===== src/rtl/pipe_pkg.sv =====
// pipe_pkg: per-stage data/control field widths shared by every pipeline register instance
package pipe_pkg;
   localparam int IF_ID_DATA_W  = 64;
   localparam int IF_ID_CTRL_W  = 2;
   localparam int ID_EX_DATA_W  = 139;
   localparam int ID_EX_CTRL_W  = 22;
   localparam int EX_MEM_DATA_W = 106;
   localparam int EX_MEM_CTRL_W = 12;
   localparam int MEM_WB_DATA_W = 71;
   localparam int MEM_WB_CTRL_W = 5;
endpackage


===== src/rtl/pipe_skid_buffer_if.sv =====
// pipe_skid_buffer_if: valid/ready stream carrying a data field and a control field
interface pipe_skid_buffer_if #(
   parameter int DATA_W = pipe_pkg::ID_EX_DATA_W,
   parameter int CTRL_W = pipe_pkg::ID_EX_CTRL_W
);
   logic              valid;
   logic              ready;
   logic [DATA_W-1:0] data;
   logic [CTRL_W-1:0] ctrl;
   modport master (output valid, data, ctrl, input ready);
   modport slave  (input valid, data, ctrl, output ready);
endinterface


===== src/rtl/pipe_slot.sv =====
// pipe_slot: one held beat (valid + data + ctrl) with load, clear and flush
module pipe_slot #(
   parameter int DATA_W = 8,
   parameter int CTRL_W = 4
) (
   input  logic              clk,
   input  logic              reset,
   input  logic              flush,
   input  logic              load,
   input  logic              clear,
   input  logic [DATA_W-1:0] d_data,
   input  logic [CTRL_W-1:0] d_ctrl,
   output logic              valid,
   output logic [DATA_W-1:0] data,
   output logic [CTRL_W-1:0] ctrl
);
   // flush drops the beat and its ctrl but leaves data stale; load wins over clear
   always_ff @(posedge clk)
      if (reset) begin
         valid <= 1'b0;
         data  <= '0;
         ctrl  <= '0;
      end else if (flush) begin
         valid <= 1'b0;
         ctrl  <= '0;
      end else if (load) begin
         valid <= 1'b1;
         data  <= d_data;
         ctrl  <= d_ctrl;
      end else if (clear) begin
         valid <= 1'b0;
         ctrl  <= '0;
      end
endmodule


===== src/rtl/pipe_skid_buffer.sv =====
// pipe_skid_buffer: pipeline stage register with valid/ready handshake, optional skid entry and flush
module pipe_skid_buffer
   import pipe_pkg::*;
#(
   parameter int DATA_W  = ID_EX_DATA_W,
   parameter int CTRL_W  = ID_EX_CTRL_W,
   parameter bit SKID_EN = 1'b1
) (
   input  logic                clk,
   input  logic                reset,
   input  logic                flush,
   pipe_skid_buffer_if.slave   up,
   pipe_skid_buffer_if.master  dn,
   output logic [1:0]          occupancy
);
   logic              accept, consume, m_load, m_valid, s_valid;
   logic [DATA_W-1:0] m_data, s_data, m_d;
   logic [CTRL_W-1:0] m_ctrl, s_ctrl, m_c;
   // head refills from the skid first, otherwise straight from the input beat
   always_comb begin
      accept  = up.valid & up.ready;
      consume = m_valid & dn.ready;
      m_load  = (~m_valid | consume) & (s_valid | accept);
      m_d     = s_valid ? s_data : up.data;
      m_c     = s_valid ? s_ctrl : up.ctrl;
   end
   assign up.ready  = SKID_EN ? ~s_valid : (dn.ready | ~m_valid);
   assign dn.valid  = m_valid;
   assign dn.data   = m_data;
   assign dn.ctrl   = m_valid ? m_ctrl : '0;
   assign occupancy = {1'b0, m_valid} + {1'b0, s_valid};
   pipe_slot #(.DATA_W(DATA_W), .CTRL_W(CTRL_W)) u_m (
      .clk(clk), .reset(reset), .flush(flush), .load(m_load), .clear(consume),
      .d_data(m_d), .d_ctrl(m_c), .valid(m_valid), .data(m_data), .ctrl(m_ctrl)
   );
   generate
      if (SKID_EN) begin : g_skid
         pipe_slot #(.DATA_W(DATA_W), .CTRL_W(CTRL_W)) u_s (
            .clk(clk), .reset(reset), .flush(flush), .load(m_valid & ~consume & accept),
            .clear(consume), .d_data(up.data), .d_ctrl(up.ctrl),
            .valid(s_valid), .data(s_data), .ctrl(s_ctrl)
         );
      end else begin : g_no_skid
         assign s_valid = 1'b0;
         assign s_data  = '0;
         assign s_ctrl  = '0;
      end
   endgenerate
endmodule

===== src/flat_wrapper.sv =====
// flat-port wrapper written by rule: the top's interface ports become plain ports
module pipe_skid_buffer_flat import pipe_pkg::*;
#(
   parameter int DATA_W  = ID_EX_DATA_W,
   parameter int CTRL_W  = ID_EX_CTRL_W,
   parameter bit SKID_EN = 1'b1
)
  (clk, reset, flush, occupancy, up_valid, up_data, up_ctrl, up_ready, dn_valid, dn_data, dn_ctrl, dn_ready);
  pipe_skid_buffer_if #(.DATA_W(DATA_W), .CTRL_W(CTRL_W)) up_i ();
  pipe_skid_buffer_if #(.DATA_W(DATA_W), .CTRL_W(CTRL_W)) dn_i ();
  input  logic clk;
  input  logic reset;
  input  logic flush;
  output logic [1:0] occupancy;
  input wire logic [$bits(up_i.valid)-1:0] up_valid;
  input wire logic [$bits(up_i.data)-1:0] up_data;
  input wire logic [$bits(up_i.ctrl)-1:0] up_ctrl;
  output wire logic [$bits(up_i.ready)-1:0] up_ready;
  output wire logic [$bits(dn_i.valid)-1:0] dn_valid;
  output wire logic [$bits(dn_i.data)-1:0] dn_data;
  output wire logic [$bits(dn_i.ctrl)-1:0] dn_ctrl;
  input wire logic [$bits(dn_i.ready)-1:0] dn_ready;
  assign up_i.valid = up_valid;
  assign up_i.data = up_data;
  assign up_i.ctrl = up_ctrl;
  assign up_ready = up_i.ready;
  assign dn_valid = dn_i.valid;
  assign dn_data = dn_i.data;
  assign dn_ctrl = dn_i.ctrl;
  assign dn_i.ready = dn_ready;
  pipe_skid_buffer #(.DATA_W(DATA_W), .CTRL_W(CTRL_W), .SKID_EN(SKID_EN)) u_core (.clk(clk), .reset(reset), .flush(flush), .up(up_i), .dn(dn_i), .occupancy(occupancy));
endmodule

===== config.mk =====
export PLATFORM = sky130hd
export DESIGN_NAME = pipe_skid_buffer_flat
export DESIGN_NICKNAME = d
export VERILOG_FILES = /design/src/rtl/pipe_pkg.sv /design/src/rtl/pipe_skid_buffer_if.sv /design/src/rtl/pipe_slot.sv /design/src/rtl/pipe_skid_buffer.sv /design/src/flat_wrapper.sv
export SDC_FILE = /design/constraint.sdc
export NUM_CORES = 1
export LEC_CHECK = 0
export ABC_AREA = 1
export BUFFER_PORTS_ARGS = -buffer_cell sky130_fd_sc_hd__clkbuf_2
export CAP_MARGIN = 25
export CELL_PAD_IN_SITES_DETAIL_PLACEMENT = 1
export CELL_PAD_IN_SITES_GLOBAL_PLACEMENT = 1
export CORE_AREA = 2 2 203 205
export DETAILED_ROUTE_END_ITERATION = 12
export DIE_AREA = 0 0 205 207
export GPL_ROUTABILITY_DRIVEN = 0
export PLACE_DENSITY = 0.86
export SYNTH_ARGS = -nofsm -noshare
export SYNTH_HDL_FRONTEND = slang
export SYNTH_SLANG_ARGS = --single-unit

===== constraint.sdc =====
create_clock -name clk -period 1.8 [get_ports clk]
set_input_delay 0.18 -clock clk [delete_from_list [all_inputs] [get_ports clk]]
set_output_delay 0.18 -clock clk [all_outputs]
set_load 0.02 [all_outputs]

==> metrics.cfg, run 1 <==
[floorplanning]
floorplan.rows = 74
die_width_um = 205
die_area_um2 = 42400
die_h_um = 207
fp.coreArea_um2 = 40400
num_io_pins = 331
initial_core_util_pct = 36.5

[timing]
timing_hold_violations_final = 0
final.setup_skew_ns = 0.0110
fin_crit_ns = 1.71
fmaxAchievable_ghz = 0.584
max_slew.worst_pin.slew_ns = 0.486
unrepaired_setup_endpoints_after_global_routing = false
setup_viol_count_final = 0
final.hold.worst_slack_ns = 0.0754
maxSlewHeadroom_pct = 67.6
finalMaxSlewViolations = 0
setup_tns_ns = 0
final_min_period_over_clock_period_pct = 95.2

[clocking]
tritoncts.num_buffers = 39
cts.sinks = 324
clk_transition_reported_paths_ns = 0.06
clock_tree.root_cell = clkbuf_16
clock_tree.htree_level_count = 2
cts_tree = done
max-clock-path-buffers = 3
clk_latency_ns = 0.54

[run_status]
run_status = finished clean

[route]
drt-pass1-iter-count = 5
ant_nets = 0
detail_route.iter0.violations = 683
average_vias_per_placed_instance = 4.87
detail_route.wirelength_mm = 57.1
wl_per_cell_um = 16.8
remaining_drc_errors = 0
detailroute.via_count = 16500

[logic_synthesis]
synth_xor_xnor_area_share_pct = 0
yosysWarnings = 0
post_synthesis_instance_area_um2 = 14700
synth.net_count = 2569
synth.top_cell.area_share_pct = 44.0
combinational_family_with_the_most_area_after_synthesis = simple AND/OR/NAND/NOR gates
post_synth.cell_area_avg_um2 = 6.13
yosys_register_bits = 324
mapped_cells = 2402
synthTopCellsByArea = dfxtp_1, nand2_1, nor2_1
synth_common_cells = nand2_1, nor2_1, dfxtp_1
synth.yosys.seq_area_share_pct = 44.0
synth_edf_count = 0
proportion_of_synthesized_area_in_mux_cells_pct = 0
synthDominantAreaCellType = dfxtp_1
synth_flop_cell = dfxtp_1
synth_compound_area_share_pct = 6.28
yosysMostFrequentCell = nand2_1
synth_cell_type_count = 18
yosys.area_share.adder_pct = 0.0849
post_synth_and_or_nand_nor_area_fraction_pct = 37.2
async_flop_share_pct = 0

[critical_path]
crit_path_start_kind = flop
critical_path_class = reg2out
worst_r2r_path_depth = 5
cp_slowest_stage_delay_ns = 0.37
worst_setup_path_end_kind = output pin
worst-path-max-fanout = 24
timing.critical_path.cells = buf_12 > ha_1 > clkbuf_2
required_arrival_time_at_the_worst_endpoint_ns = 1.62
slowest_stage = dfxtp_4
worst_ep_arrival_time_ns = 1.53
critical_path.top_delay_family = flip-flops
worst-path-buf-inv = 2
worst-path-stages = 3

[placed_design]
dpl-instance-area_um2 = 16900
dp_hpwl_mm = 31.1
portBuffers = 330

[pwr]
power_dens_cells_nw_per_um2 = 904
p_total_uw = 18000
p_leak_uw = 0.0109
vdd.ir_drop.worst_mv = 0.800

[global_route]
grt_util_all_layers_pct = 26.2
wire_length_of_the_first_global_routing_pass_mm = 89.9
largest_net_degree_at_the_start_of_global_routing = 91
antenna_found_initial = 11
via_count_of_the_first_global_routing_pass = 17600
gr-total-overflow = 0

[layout]
final_standard_cell_area_without_fillers_um2 = 19900
drive_above_1_share_pct = 15.1
flow.area_growth_from_synthesis_pct = 34.8
layout_net_count = 2994

[hold_path]
hold-path-cell-count = 4
min-delay-path-class = in2reg

[run]
cap_viol_max_count = 0

state kept, by name (all words and copies together), names as in the netlist:
name / flops
u_core.g_skid.u_s.data: 139
u_core.u_m.data: 139
u_core.g_skid.u_s.ctrl: 22
u_core.u_m.ctrl: 22
u_core.g_skid.u_s.valid: 1
u_core.u_m.valid: 1
layout by cell type (no fill, tap or decap), types with 2 or more instances in the layout:
cell type / instances
o21ai_0: 139
nor2_1: 558
clkbuf_1: 11
clkbuf_8: 8
clkbuf_2: 330
nand3_4: 2
bufinv_16: 2
dfxtp_1: 322
clkbuf_16: 42
diode_2: 11
clkinv_2: 2
inv_8: 2
a21oi_1: 46
inv_1: 304
nand3_1: 44
nand2_1: 834
buf_4: 16
buf_12: 19
dlygate4sd3_1: 161
layer usage:
metal / vias up / global-route usage [%] / wire length, µm
li1: 7900 / - / -
met1: 7960 / 29.1 / 22800
met2: 481 / 47.3 / 28900
met3: 188 / 4.39 / 2640
met4: 0 / 13.9 / 2800
met5: - / 0 / 0
timing repair:
action | CTS | global route
hold endpoints to repair | 227 | 0
setup endpoints to repair | 6 | 22
cloned | 0 | 1
hold buffers | 161 | 0
buffers inserted | 0 | 2
pin swaps | 0 | 1
resized for setup | 9 | 5
worst min-delay path: cells and delay by family:
family | cells | cell delay [ns]
buf+inv | 2 | 0.25
simple gates | 2 | 0.13
power breakdown:
part           switching, µW  internal, µW
logic                   1500           905
registers                188          7460
clock network           3150          4750
total                   4840         13100
cell type report:
class | instances | area (µm²)
clock inverter | 4 | 70.1
tap | 532 | 666
inverter | 307 | 1170
timing repair buffer | 529 | 3830
sequential | 324 | 6490
fill | 5383 | 20500
clock buffer | 60 | 1180
multi-input combinational | 1626 | 6430
antenna | 11 | 27.5
cells by family (layout without fill, tap and decap cells):
family          count (synthesis)  count (layout)
fa+ha+maj                       1               1
compound gates                185             185
simple gates                 1440            1440
other cells                     0              11
flops                         324             324
buf+inv                       452             900
metrics by stage:
stage	setup WS, ns	util [%]	std cells
2_1_floorplan	0.240	-	2402
3_3_place_gp	0.189	41.8	3154
3_5_place_dp	0.123	41.8	3154
4_1_cts	0.000991	48.9	3379
5_1_grt	0.0381	49.2	3393
6_report	0.0872	49.2	3393
final timing paths:
path                                                               from                                       end  slack, ns
worst min-delay path                                              reset  u_core.g_skid.u_s.data[126]$_SDFFE_PP0P_       0.08
worst min register to register  u_core.g_skid.u_s.ctrl[18]$_SDFFE_PP0P_   u_core.g_skid.u_s.ctrl[18]$_SDFFE_PP0P_       0.48
worst max-delay path               u_core.g_skid.u_s.valid$_SDFFE_PP0P_                              occupancy[0]       0.09
worst max register to register     u_core.g_skid.u_s.valid$_SDFFE_PP0P_          u_core.u_m.data[24]$_SDFFE_PP0P_       0.12
Power figures use the tool's default switching activity.
==> run 2: changes to the inputs <==
--- a/config.mk
+++ b/config.mk
@@ -13,2 +13,3 @@
 export CORE_AREA = 2 2 203 205
+export CTS_CLUSTER_SIZE = 20
 export DETAILED_ROUTE_END_ITERATION = 12
==> constraint.sdc (replaced) <==
create_clock -name clk -period 1.8 [get_ports clk]
set_input_delay 0.09 -clock clk [delete_from_list [all_inputs] [get_ports clk]]
set_output_delay 0.09 -clock clk [all_outputs]
set_load 0.02 [all_outputs]
==> run 2 against run 1 <==
Die area unchanged; clock skew increased by 0.0027 ns; clock-buffer cell count decreased by 1; register-to-register slack improved by 0.03 ns; highest routed layer unchanged; worst setup slack got worse by 0.0018 ns; combinational power about the same; critical endpoint unchanged; critical path type unchanged; sequential share of layout area increased by 0.16 points.
==> metrics.cfg, run 2 (synthesis results as in run 1) <==
[global_route]
gr-total-overflow = 0  ; unchanged
largest_net_degree_at_the_start_of_global_routing = 109  ; +20%
grt_util_all_layers_pct = 25.4  ; -0.82 points
via_count_of_the_first_global_routing_pass = 17300  ; -1.8%
wire_length_of_the_first_global_routing_pass_mm = 87.5  ; -2.8%
antenna_found_initial = 5  ; -6

[floorplanning]
floorplan.rows = 74  ; unchanged
die_area_um2 = 42400  ; unchanged
num_io_pins = 331  ; unchanged
initial_core_util_pct = 36.5  ; unchanged
fp.coreArea_um2 = 40400  ; unchanged
die_h_um = 207  ; unchanged
die_width_um = 205  ; unchanged

[critical_path]
critical_path_class = reg2out
required_arrival_time_at_the_worst_endpoint_ns = 1.71  ; +0.09 ns
crit_path_start_kind = flop
worst_ep_arrival_time_ns = 1.62  ; +0.09 ns
worst-path-max-fanout = 25  ; +4.2%
worst_setup_path_end_kind = output pin

[layout]
final_cell_count_no_fill = 3380  ; -0.38%
layout.cells.most_common_list = nand2_1, nor2_1, clkbuf_2, dfxtp_1, inv_1
drive_above_1_share_pct = 14.7  ; -0.42 points
flow.area_growth_from_synthesis_pct = 34.0
biggest_registers_after_layout = u_core.g_skid.u_s.data: 139 flops, u_core.u_m.data: 139 flops
layout_net_count = 2989  ; -0.17%
mostFrequentLayoutCell = nand2_1
final_standard_cell_area_without_fillers_um2 = 19700  ; -0.55%

[timing]
fmaxAchievable_ghz = 0.583  ; -0.11%
fin_crit_ns = 1.71  ; +0.00183 ns
maxSlewHeadroom_pct = 65.6  ; -2.0 points
final.setup_skew_ns = 0.0137  ; +0.00271 ns
worst_slack_ns = 0.0854  ; -0.00183 ns
setup_tns_ns = 0  ; unchanged
timing_hold_violations_final = 0  ; unchanged
final.hold.worst_slack_ns = 0.0694  ; -0.00598 ns
setup_viol_count_final = 0  ; unchanged
unrepaired_setup_endpoints_after_global_routing = false
finalMaxSlewViolations = 0  ; unchanged
max_slew.worst_pin.slew_ns = 0.515  ; +0.0296 ns
final_min_period_over_clock_period_pct = 95.3  ; +0.10 points

[route]
detailroute.via_count = 16200  ; -2.0%
detail_route.wirelength_mm = 54.9  ; -3.9%
remaining_drc_errors = 0  ; unchanged
drt-pass1-iter-count = 5  ; unchanged
wl_per_cell_um = 16.2  ; -3.5%
average_vias_per_placed_instance = 4.79  ; -1.6%
ant_nets = 0  ; unchanged
detail_route.iter0.violations = 744  ; +8.9%

[placed_design]
detailedPlace.worstSlack_ns = 0.138  ; +0.0142 ns
dp_hpwl_mm = 30.9  ; -0.70%
dpl-instance-area_um2 = 16900  ; about the same
dp_cells = 3151  ; -0.095%
portBuffers = 330  ; unchanged

[clocking]
clk_latency_ns = 0.54  ; about the same
max-clock-path-buffers = 3  ; unchanged
cts_tree = done
tritoncts.num_buffers = 39  ; unchanged
clock_tree.root_cell = clkbuf_16
clk_transition_reported_paths_ns = 0.06  ; about the same
cts.sinks = 324  ; unchanged
clock_tree.htree_level_count = 2  ; unchanged
postCtsSetupRepairBufs = 0  ; unchanged

[run]
cap_viol_max_count = 0  ; unchanged

[pwr]
power_dens_cells_nw_per_um2 = 902  ; -0.29%
p_leak_uw = 0.0109  ; -0.51%
vdd.ir_drop.worst_mv = 0.629  ; -21%

[run_status]
run_status = finished clean

[hold_path]
min-delay-path-class = in2reg

-- run 2: cell count changes in the layout (fill, tap and decap cells not counted), sizes merged --
cell         previous run  this run
clkbuf                391       389
buf                    37        32
diode                  11         5
bufinv                  2         3
dlygate4sd3           161       162
clkinv                  2         0
-- run 2: per-layer routing --
| layer | GRT usage [%] | up-vias | wire length [µm] | share of wire (%) |
|---|---|---|---|---|
| met2 | 45.0 | 442 | 27300 | 50 |
| met4 | 14.1 | 0 | 2900 | 5.3 |
| li1 | - | 7886 | - | - |
| met1 | 28.5 | 7687 | 22400 | 41 |
| met3 | 4.28 | 185 | 2390 | 4.3 |
| met5 | 0 | - | 0 | 0 |
-- run 2: final cells by class --
| class | instances | area [µm²] |
|---|---|---|
| tap | 532 | 666 |
| clock inverter | 3 | 90.1 |
| clock buffer | 59 | 1120 |
| inverter | 307 | 1170 |
| fill | 5345 | 20600 |
| antenna | 5 | 12.5 |
| sequential | 324 | 6490 |
| multi-input combinational | 1626 | 6430 |
| timing repair buffer | 524 | 3770 |
-- run 2: what timing repair did --
item | 4_1_cts | 5_1_grt
hold buffers | 162 | 0
hold endpoints to repair | 320 | 0
setup endpoints to repair | 2 | 15
gates resized for setup | 4 | 2
-- run 2: through the flow --
stage | utilization (%) | total power (µW)
after global routing | 48.9 | 18600
after global placement | 41.8 | 9710
final | 48.9 | 17800
after CTS | 48.9 | 17900
after detailed placement | 41.8 | 9790
after floorplan | - | 8950
-- run 2: worst max-delay path: stages (launching register included) --
cell and delay, ns:
dfxtp_1 0.37, buf_6 0.25, ha_1 0.30, clkbuf_2 0.17
-- run 2: worst paths after layout --
check	startpoint	end	slack [ns]	depth (start not counted)
hold / removal	dn_ready	u_core.u_m.valid$_SDFFE_PP0P_	0.07	4
setup reg to reg	u_core.u_m.valid$_SDFFE_PP0P_	u_core.g_skid.u_s.data[88]$_SDFFE_PP0P_	0.15	8
hold reg to reg	u_core.g_skid.u_s.ctrl[3]$_SDFFE_PP0P_	u_core.g_skid.u_s.ctrl[3]$_SDFFE_PP0P_	0.48	2
setup / recovery	u_core.u_m.valid$_SDFFE_PP0P_	occupancy[0]	0.09	3
-- run 2: report_power, final --
| part | switching [µW] | total [µW] | internal (µW) |
|---|---|---|---|
| Sequential | 185 | 7650 | 7460 |
| Combinational | 1480 | 2390 | 906 |
| Clock | 3080 | 7770 | 4690 |
